`config.mk`:
```
export PLATFORM = sky130hd
export DESIGN_NAME = gpio_in_conditioner
export DESIGN_NICKNAME = d
export VERILOG_FILES = /design/src/rtl/gpio_in_conditioner.sv
export SDC_FILE = /design/constraint.sdc
export NUM_CORES = 1
export LEC_CHECK = 0
export CORE_ASPECT_RATIO = 1.25
export CORE_MARGIN = 2
export CORE_UTILIZATION = 52
export CTS_CLUSTER_DIAMETER = 60
export DETAILED_ROUTE_END_ITERATION = 10
export PLACE_DENSITY_LB_ADDON = 0.05
export SLEW_MARGIN = 10
export SYNTH_ARGS = -nofsm -noshare
export SYNTH_HDL_FRONTEND = slang
export SYNTH_SLANG_ARGS = --single-unit
```
`constraint.sdc`:
```
create_clock -name HCLK -period 2.5 [get_ports HCLK]
set_clock_uncertainty 0.2 [all_clocks]
set_input_delay 0.625 -clock HCLK [delete_from_list [all_inputs] [get_ports HCLK]]
set_output_delay 0.625 -clock HCLK [all_outputs]
set_load 0.005 [all_outputs]
```
`src/rtl/gpio_in_conditioner.sv`:
```
// Raw-pin input conditioner for the GPIOIN bus: per-pin synchroniser, optional debounce,
// parity append and sticky change IRQ. Optional: GPIO_IN_PARITY_INJECT_EN adds ERR_INJ.

module gpio_in_lane #(
  parameter int SYNC_STAGES     = 2,
  parameter int DEBOUNCE_CYCLES = 4
) (
  input  logic HCLK,
  input  logic HRESETn,
  input  logic pin,
  input  logic db_en,
  output logic filt,
  output logic pending
);
  localparam int CW = (DEBOUNCE_CYCLES > 1) ? $clog2(DEBOUNCE_CYCLES) : 1;
  localparam logic [CW-1:0] CNT_LAST = CW'(DEBOUNCE_CYCLES - 1);

  logic [SYNC_STAGES-1:0] sync_r;
  logic                   sync_q;
  logic [CW-1:0]          cnt;

  assign sync_q = sync_r[SYNC_STAGES-1];

  always_ff @(posedge HCLK or negedge HRESETn) begin
    if (!HRESETn) sync_r <= '0;
    else          sync_r <= {sync_r[SYNC_STAGES-2:0], pin};
  end

  // A new level is accepted only after DEBOUNCE_CYCLES consecutive mismatching edges;
  // any return to the committed level restarts the count.
  always_ff @(posedge HCLK or negedge HRESETn) begin
    if (!HRESETn) begin
      filt <= 1'b0;
      cnt  <= '0;
    end else if (!db_en) begin
      filt <= sync_q;
      cnt  <= '0;
    end else if (sync_q == filt) begin
      cnt  <= '0;
    end else if (cnt == CNT_LAST) begin
      filt <= sync_q;
      cnt  <= '0;
    end else begin
      cnt  <= cnt + 1'b1;
    end
  end

  assign pending = (sync_q != filt) || (cnt != '0);
endmodule

module gpio_in_conditioner #(
  parameter int WIDTH           = 16,
  parameter int SYNC_STAGES     = 2,
  parameter int DEBOUNCE_CYCLES = 4
) (
  input  logic             HCLK,
  input  logic             HRESETn,
  input  logic [WIDTH-1:0] PIN_IN,
  input  logic             DB_EN,
  input  logic             PARITYSEL,
  input  logic             IRQ_CLR,
`ifdef GPIO_IN_PARITY_INJECT_EN
  input  logic             ERR_INJ,
`endif
  output logic [WIDTH:0]   GPIOIN_OUT,
  output logic             CHANGE_IRQ,
  output logic             STABLE
);
  logic [WIDTH-1:0] filt;
  logic [WIDTH-1:0] pending;
  logic [WIDTH-1:0] filt_prev;
  logic             par;

  genvar i;
  generate
    for (i = 0; i < WIDTH; i++) begin : g_lane
      gpio_in_lane #(
        .SYNC_STAGES    (SYNC_STAGES),
        .DEBOUNCE_CYCLES(DEBOUNCE_CYCLES)
      ) u_lane (
        .HCLK   (HCLK),
        .HRESETn(HRESETn),
        .pin    (PIN_IN[i]),
        .db_en  (DB_EN),
        .filt   (filt[i]),
        .pending(pending[i])
      );
    end
  endgenerate

  // filt_prev lags filt by one edge so the IRQ fires the edge after a commit; set beats clear.
  always_ff @(posedge HCLK or negedge HRESETn) begin
    if (!HRESETn) begin
      filt_prev  <= '0;
      CHANGE_IRQ <= 1'b0;
    end else begin
      filt_prev <= filt;
      if (filt != filt_prev) CHANGE_IRQ <= 1'b1;
      else if (IRQ_CLR)      CHANGE_IRQ <= 1'b0;
    end
  end

`ifdef GPIO_IN_PARITY_INJECT_EN
  assign par = (PARITYSEL ? ~^filt : ^filt) ^ ERR_INJ;
`else
  assign par = PARITYSEL ? ~^filt : ^filt;
`endif

  assign GPIOIN_OUT = {par, filt};
  assign STABLE     = ~|pending;
endmodule

```
==> results of run 1 <==
==> state kept, by name (all words and copies together) (netlist names) <==
| name | count |
|---|---|
| g_lane.u_lane.cnt | 32 |
| g_lane.u_lane.sync_r | 32 |
| CHANGE_IRQ | 1 |
| g_lane.u_lane.filt | 16 |
| filt_prev | 16 |
==> area by class of cell <==
class / count / share of cell area, %
sequential: 97 / 46.07
inverter: 34 / 2.421
multi-input combinational: 172 / 28.84
clock inverter: 3 / 0.8070
clock buffer: 11 / 2.682
tap: 95 / 2.255
timing repair buffer: 104 / 16.92
==> power by group through the flow <==
stage | clock [mW] | combinational, mW | sequential [mW]
2_1_floorplan | 0 | 0.452 | 1.82
3_3_place_gp | 0 | 0.819 | 1.81
3_5_place_dp | 0 | 0.832 | 1.81
4_1_cts | 1.01 | 0.850 | 1.79
5_1_grt | 1.07 | 0.932 | 1.80
6_report | 0.978 | 0.839 | 1.78
==> critical path, stage by stage (launching register included) <==
cell and delay [ps]:
dfrtp_1 390, inv_1 60, ha_1 140, nand4_1 160, nor4_2 270, nand2_1 130
nor4_4 170, buf_2 160
==> per-stage QoR <==
step	utilization, %	TNS (ps)
2_1_floorplan	-	0
3_3_place_gp	63.94	-999.1
3_5_place_dp	63.94	-1021
4_1_cts	67.09	-542.9
5_1_grt	68.04	-616.2
6_report	68.04	-329.0
==> logic make-up (layout without fill, tap and decap cells) <==
| family | Yosys count | in the layout | share of synthesized area (%) |
|---|---|---|---|
| AO/OA/AOI/OAI | 1 | 1 | 0.1210 |
| XOR/XNOR | 47 | 47 | 10.48 |
| adder cells (fa/ha/maj) | 32 | 32 | 9.688 |
| buffers and inverters | 54 | 152 | 6.449 |
| flip-flops | 97 | 97 | 58.73 |
| multiplexers | 16 | 16 | 4.360 |
| AND/OR/NAND/NOR | 76 | 76 | 10.17 |
==> how the worst min path moves through the flow <==
stage                                              to  slack (ps)
after global placement    g_lane[14].u_lane.sync_r[1]         130
after floorplan                            CHANGE_IRQ         130
after CTS                  g_lane[5].u_lane.sync_r[1]         150
after detailed placement   g_lane[5].u_lane.sync_r[1]         140
final                      g_lane[4].u_lane.sync_r[1]         150
after global routing       g_lane[5].u_lane.sync_r[1]         160
==> metal layers <==
layer / share of wire [%] / global-route usage, %
met1: 44 / 22.40
met4: 3.3 / 11.52
met3: 2.6 / 3.267
met2: 50 / 30.80
met5: 0 / 0
==> what timing repair did <==
action                     in CTS  in global routing
gates resized for setup        14                  8
hold buffers                    1                  0
pin swaps                       4                  5
buffers inserted                1                  6
setup endpoints to repair       2                  2
hold endpoints to repair       25                  0
==> cell usage in the layout, fill, tap and decap left out, types with 13 or more instances in the layout <==
cell and instances:
dfrtp_1 96, buf_4 63, clkdlybuf4s50_1 35, xnor2_1 34, inv_1 33, ha_1 31
mux2_2 16, nand2_1 13
==> impl_results.md, run 1 <==
* Switching share of total power at 25.99%
* Design area at 0.005271 mm²
* Hold Crit Class: flop to flop
* DR WL/cell at 13.96 µm
* Sequential Power Share at 49.5%
* TritonRoute pass-1 iters at 4
* Worst reg-to-reg setup slack at 670 ps
* Fin Hold WS at 149.3 ps
* Layout cells sized above 1 at 25.42%
* CTS buffer count at 9
* Max Clock Freq at 0.3748 GHz
* RePlAce Congestion at 0.7292
* Via-per-instance ratio at 4.731
* Final Cycle Share at 106.7%
* # diodes at 0
* Core ar. at 0.007747 mm²
* Largest net degree at the start of global routing at 46
* First-pass GRT wire length at 12,300 µm
* Synth unique cells at 21
* Residual DRC at 0
* Comb pwr share at 23.3%
* Crit end category: output port
* Post-synth ARST share at 100.0%
* Status: finished, violations left
* Power share of the clock group at 27.2%
* Num ports at 40
* VDD IR max at 0.0004238 V
* Worst Setup SP: g_lane[4].u_lane.cnt[0]
* Fin cells at 516
* Syn Nets at 376
* Setup ws final at -167.8 ps
* CP required at 1670 ps
* Int Power at 2.664 mW
* Initial antenna violation count at 0
* Die Wd at 83.74 µm
* Sink Count at 97
* Root Driver: clkbuf_8
* Vias at 2,441
* Num rows at 36
* Initial Util at 53.34%
* Nets at 471
* Synth Instances at 323
* Startpoint types: flop
* R2r endpoint: CHANGE_IRQ
* Routed Antenna Nets at 0
* Largest area contributor in the netlist: dfrtp_1
* Synthesis Warnings at 0
* IO buf count at 39
* Tmin final at 2668 ps
* CP arrival at 1840 ps
* Ranking of synthesized cells by area: dfrtp_1 (59%), ha_1 (9.7%), xnor2_1 (8.1%)
* Fill count at 576
* Slew Viols, Final at 0
* DP Worst Slack at -747.4 ps
* DRT Wirelength at 7203 µm
* Total power at 3.600 mW
* MaxCap Viol Count at 0
* Post-synthesis area per instance at 12.79 µm²
* Chip Height at 103.7 µm
* DR iter-0 viols at 51
* Register area at 0.002429 mm²
* Reg2reg path depth at 5
* Pleak at 2.509 nW
* CTS tree: built
* Die ar. at 0.008681 mm²
* Pwr per Cell Area at 682.9 mW/mm²
* Worst skew pair latency at 360 ps
* Hold Startpoint: g_lane[4].u_lane.sync_r[0]
* Post-DP HPWL at 5309 µm
* Gr usage total at 18.59%
* Tightest Pin Transition at 374.9 ps
* Yosys top cell area share at 58.73%
* Post-synth top cells: dfrtp_1 (97), xnor2_1 (38), inv_1 (34), ha_1 (32), buf_4 (17)
* Area of the multi-input gates at 0.001520 mm²
* H-Tree Depth at 3
* GR Overflow Total at 0
* Max-slew headroom at 74.78%
* Most common cell in the netlist: dfrtp_1
* Type of the worst setup path: flop to output port
* Synth Register Bits at 97
* Number of global-route vias before repair at 2,641
* RSZ-0062 raised after global routing: true
* Clock-pin slew on the worst setup and hold paths at 80 ps
* Switching power at 0.9356 mW
* Area Overhead vs Synth at 27.55%
* Endpoints failing hold at 0
* Failing checks: setup timing
* Worst r2r src: g_lane[5].u_lane.filt
* Seq/Total Area, Yosys at 58.73%
* Crit path max fanout at 2
* CP endpoint: STABLE
* Dominant register cell in the synthesized netlist: dfrtp_1
* Mapped Area at 0.004133 mm²
* DP Area at 0.004954 mm²
* Setup Viol. Count Final at 2
* Cells after DPL at 494
* Worst hold path depth at 0
* Post-synth EDFFs at 0
* Clk buf depth at 2
Power figures use the tool's default switching activity.
==> run 2, diff against run 1 <==
--- a/config.mk
+++ b/config.mk
@@ -10,6 +10,7 @@
 export CORE_UTILIZATION = 52
 export CTS_CLUSTER_DIAMETER = 60
 export DETAILED_ROUTE_END_ITERATION = 10
+export DONT_BUFFER_PORTS = 1
 export PLACE_DENSITY_LB_ADDON = 0.05
 export SLEW_MARGIN = 10
 export SYNTH_ARGS = -nofsm -noshare
==> run 2 against run 1 <==
Critical path type unchanged. Routed wire length fell by 4.9%. Cell count down 16%. Largest cell class unchanged. Total power down 4.7%. Sequential power barely moved. The run ends with hold timing, setup timing left. Worst setup slack improved by 44 ps. Highest routed layer unchanged. Sequential share of layout area grew 7.5 points. Final area is 14% lower. Utilization fell by 9.4 points. Clock power rose by 8%. Via count is 11% lower. Combinational power fell by 31%.
==> impl_results.md, run 2 (synthesis gave the netlist of run 1 again) <==
* Top Registers: g_lane.u_lane.cnt x32, g_lane.u_lane.sync_r x32
* Die Wd at 83.74 µm (unchanged)
* CTS buffer count at 9 (unchanged)
* # diodes at 0 (unchanged)
* Tmin final at 2624 ps (-44.22 ps)
* Type of the worst setup path: flop to output port
* Worst skew pair latency at 360 ps (about the same)
* Sink Count at 97 (unchanged)
* Fill count at 642 (+11%)
* Layout cells sized above 1 at 18.82% (-6.6 points)
* Die ar. at 0.008681 mm² (unchanged)
* Largest net degree at the start of global routing at 98 (+110%)
* Hold Crit Class: primary input to async pin
* GR Overflow Total at 0 (unchanged)
* DR iter-0 viols at 63 (+24%)
* Int Power at 2.559 mW (-3.9%)
* CP required at 1670 ps (about the same)
* Clock-pin slew on the worst setup and hold paths at 90 ps (about the same)
* Design area at 0.004541 mm² (-14%)
* Startpoint types: flop
* Crit end category: output port
* RSZ-0062 raised after global routing: true
* First-pass GRT wire length at 11,430 µm (-7.0%)
* Crit path max fanout at 2 (unchanged)
* MaxCap Viol Count at 0 (unchanged)
* Num rows at 36 (unchanged)
* Pleak at 2.127 nW (-15%)
* Max-slew headroom at 77.40% (+2.6 points)
* Pwr per Cell Area at 755.2 mW/mm² (+11%)
* CTS tree: built
* Clk buf depth at 2 (unchanged)
* Area Overhead vs Synth at 9.870%
* TritonRoute pass-1 iters at 4 (unchanged)
* Initial antenna violation count at 0 (unchanged)
* DR WL/cell at 15.75 µm (+13%)
* DP Area at 0.004255 mm² (-14%)
* Setup ws final at -123.5 ps (+44.22 ps)
* Power share of the clock group at 30.8% (+3.6 points)
* Via-per-instance ratio at 4.972 (+5.1%)
* Nets at 388 (-18%)
* Endpoints failing hold at 97 (+97)
* H-Tree Depth at 3 (unchanged)
* CP arrival at 1800 ps (-40 ps)
* Root Driver: clkbuf_8
* Slew Viols, Final at 0 (unchanged)
* Final Cycle Share at 104.9% (-1.8 points)
* Core ar. at 0.007747 mm² (unchanged)
* Most common cell after layout, fill and taps aside: dfrtp_1
* Initial Util at 53.34% (unchanged)
* Gr usage total at 17.33% (-1.3 points)
* Residual DRC at 0 (unchanged)
* IO buf count at 0 (-100%)
* Fin Hold WS at -255.8 ps (-405.1 ps)
* Number of global-route vias before repair at 2,249 (-15%)
* Tightest Pin Transition at 336.0 ps (-38.94 ps)
* Status: finished, violations left
* Vias at 2,163 (-11%)
* Total power at 3.429 mW (-4.7%)
* Sequential Power Share at 52.4% (+2.9 points)
* Switching share of total power at 25.37% (-0.62 points)
* Commonest cells after routing, fill and taps aside: dfrtp_1 (93), inv_1 (34), xnor2_1 (32), ha_1 (32), buf_4 (21)
* Comb pwr share at 16.8% (-6.5 points)
* RePlAce Congestion at 0.7579 (+3.9%)
* Post-DP HPWL at 4903 µm (-7.6%)
* Failing checks: hold timing, setup timing
* Max Clock Freq at 0.3812 GHz (+1.7%)
* Num ports at 40 (unchanged)
* DRT Wirelength at 6853 µm (-4.9%)
* VDD IR max at 0.0004970 V (+17%)
* Routed Antenna Nets at 0 (unchanged)
* Switching power at 0.8698 mW (-7.0%)
* Layout Utilization at 58.61% (-9.4 points)
* Setup Viol. Count Final at 2 (unchanged)
* Chip Height at 103.7 µm (unchanged)
## run 2: cell count changes in the layout (fill, tap and decap cells not counted), sizes merged
| cell | change |
|---|---|
| clkbuf | +3 |
| dlygate4sd3 | -1 |
| clkdlybuf4s50 | -35 |
| dlygate4sd2 | -1 |
| buf | -46 |
| clkinvlp | -1 |
## run 2: path summary, 6_finish.rpt
| check | from | endpoint | slack (ps) | depth (start not counted) |
|---|---|---|---|---|
| setup / recovery | g_lane[0].u_lane.cnt[0] | STABLE | -120 | 7 |
| hold / removal | HRESETn | g_lane[0].u_lane.sync_r[1] | -260 | 0 |
| setup reg to reg | g_lane[5].u_lane.filt | CHANGE_IRQ | 700 | 5 |
| hold reg to reg | g_lane[10].u_lane.sync_r[0] | g_lane[10].u_lane.sync_r[1] | 150 | 0 |
| max in group asynchronous | HRESETn | g_lane[10].u_lane.sync_r[0] | 2220 | 0 |
| min in group HCLK | PIN_IN[1] | g_lane[1].u_lane.sync_r[0] | 80 | 0 |
## run 2: timing repair
action                                  CTS  global route
setup buffers                             2             0
resized for setup                        11             1
cloned                                    0             0
endpoints found under the setup margin    2             2
endpoints found under the hold margin    97            97
pin swaps                                 3             0
## run 2: layout make-up
| cell class | count | area [µm²] | share of cell area [%] |
|---|---|---|---|
| well taps | 95 | 118.9 | 2.618 |
| multi-input cells | 172 | 1496 | 32.96 |
| flip-flops and latches | 97 | 2432 | 53.57 |
| repair buffers | 21 | 157.7 | 3.472 |
| inverters | 34 | 127.6 | 2.811 |
| clock inverters | 2 | 35.03 | 0.7716 |
| clock buffers | 14 | 172.7 | 3.803 |
## run 2: layer usage
metal | vias up | wire length, µm | global-route usage [%]
met5 | - | 0 | 0
met4 | 0 | 172 | 8.986
met1 | 1080 | 3122 | 22.86
li1 | 1040 | - | -
met2 | 31 | 3294 | 26.91
met3 | 12 | 265 | 3.825
## run 2: power by group through the flow
stage	registers (mW)	clock network, mW	logic, mW
finish	1.80	1.06	0.576
global route	1.81	1.15	0.646
CTS	1.80	1.09	0.567
detailed placement	1.83	0	0.545
global placement	1.82	0	0.540
floorplan	1.82	0	0.452
## run 2: through the flow
step                instances  setup TNS, ps  setup slack (ps)
finish                    435         -212.4            -123.5
floorplan                 323              0             109.6
CTS                       435         -282.9            -163.4
global route              435         -460.9            -291.0
global placement          417              0             98.74
detailed placement        417              0             148.9
## run 2: worst max-delay path, stage by stage, from the launching register on
cell	delay, ps
dfrtp_1	390
inv_1	70
ha_1	150
nand4_1	150
nor4_1	280
nand2_1	90
nor4_2	150
buf_4	150
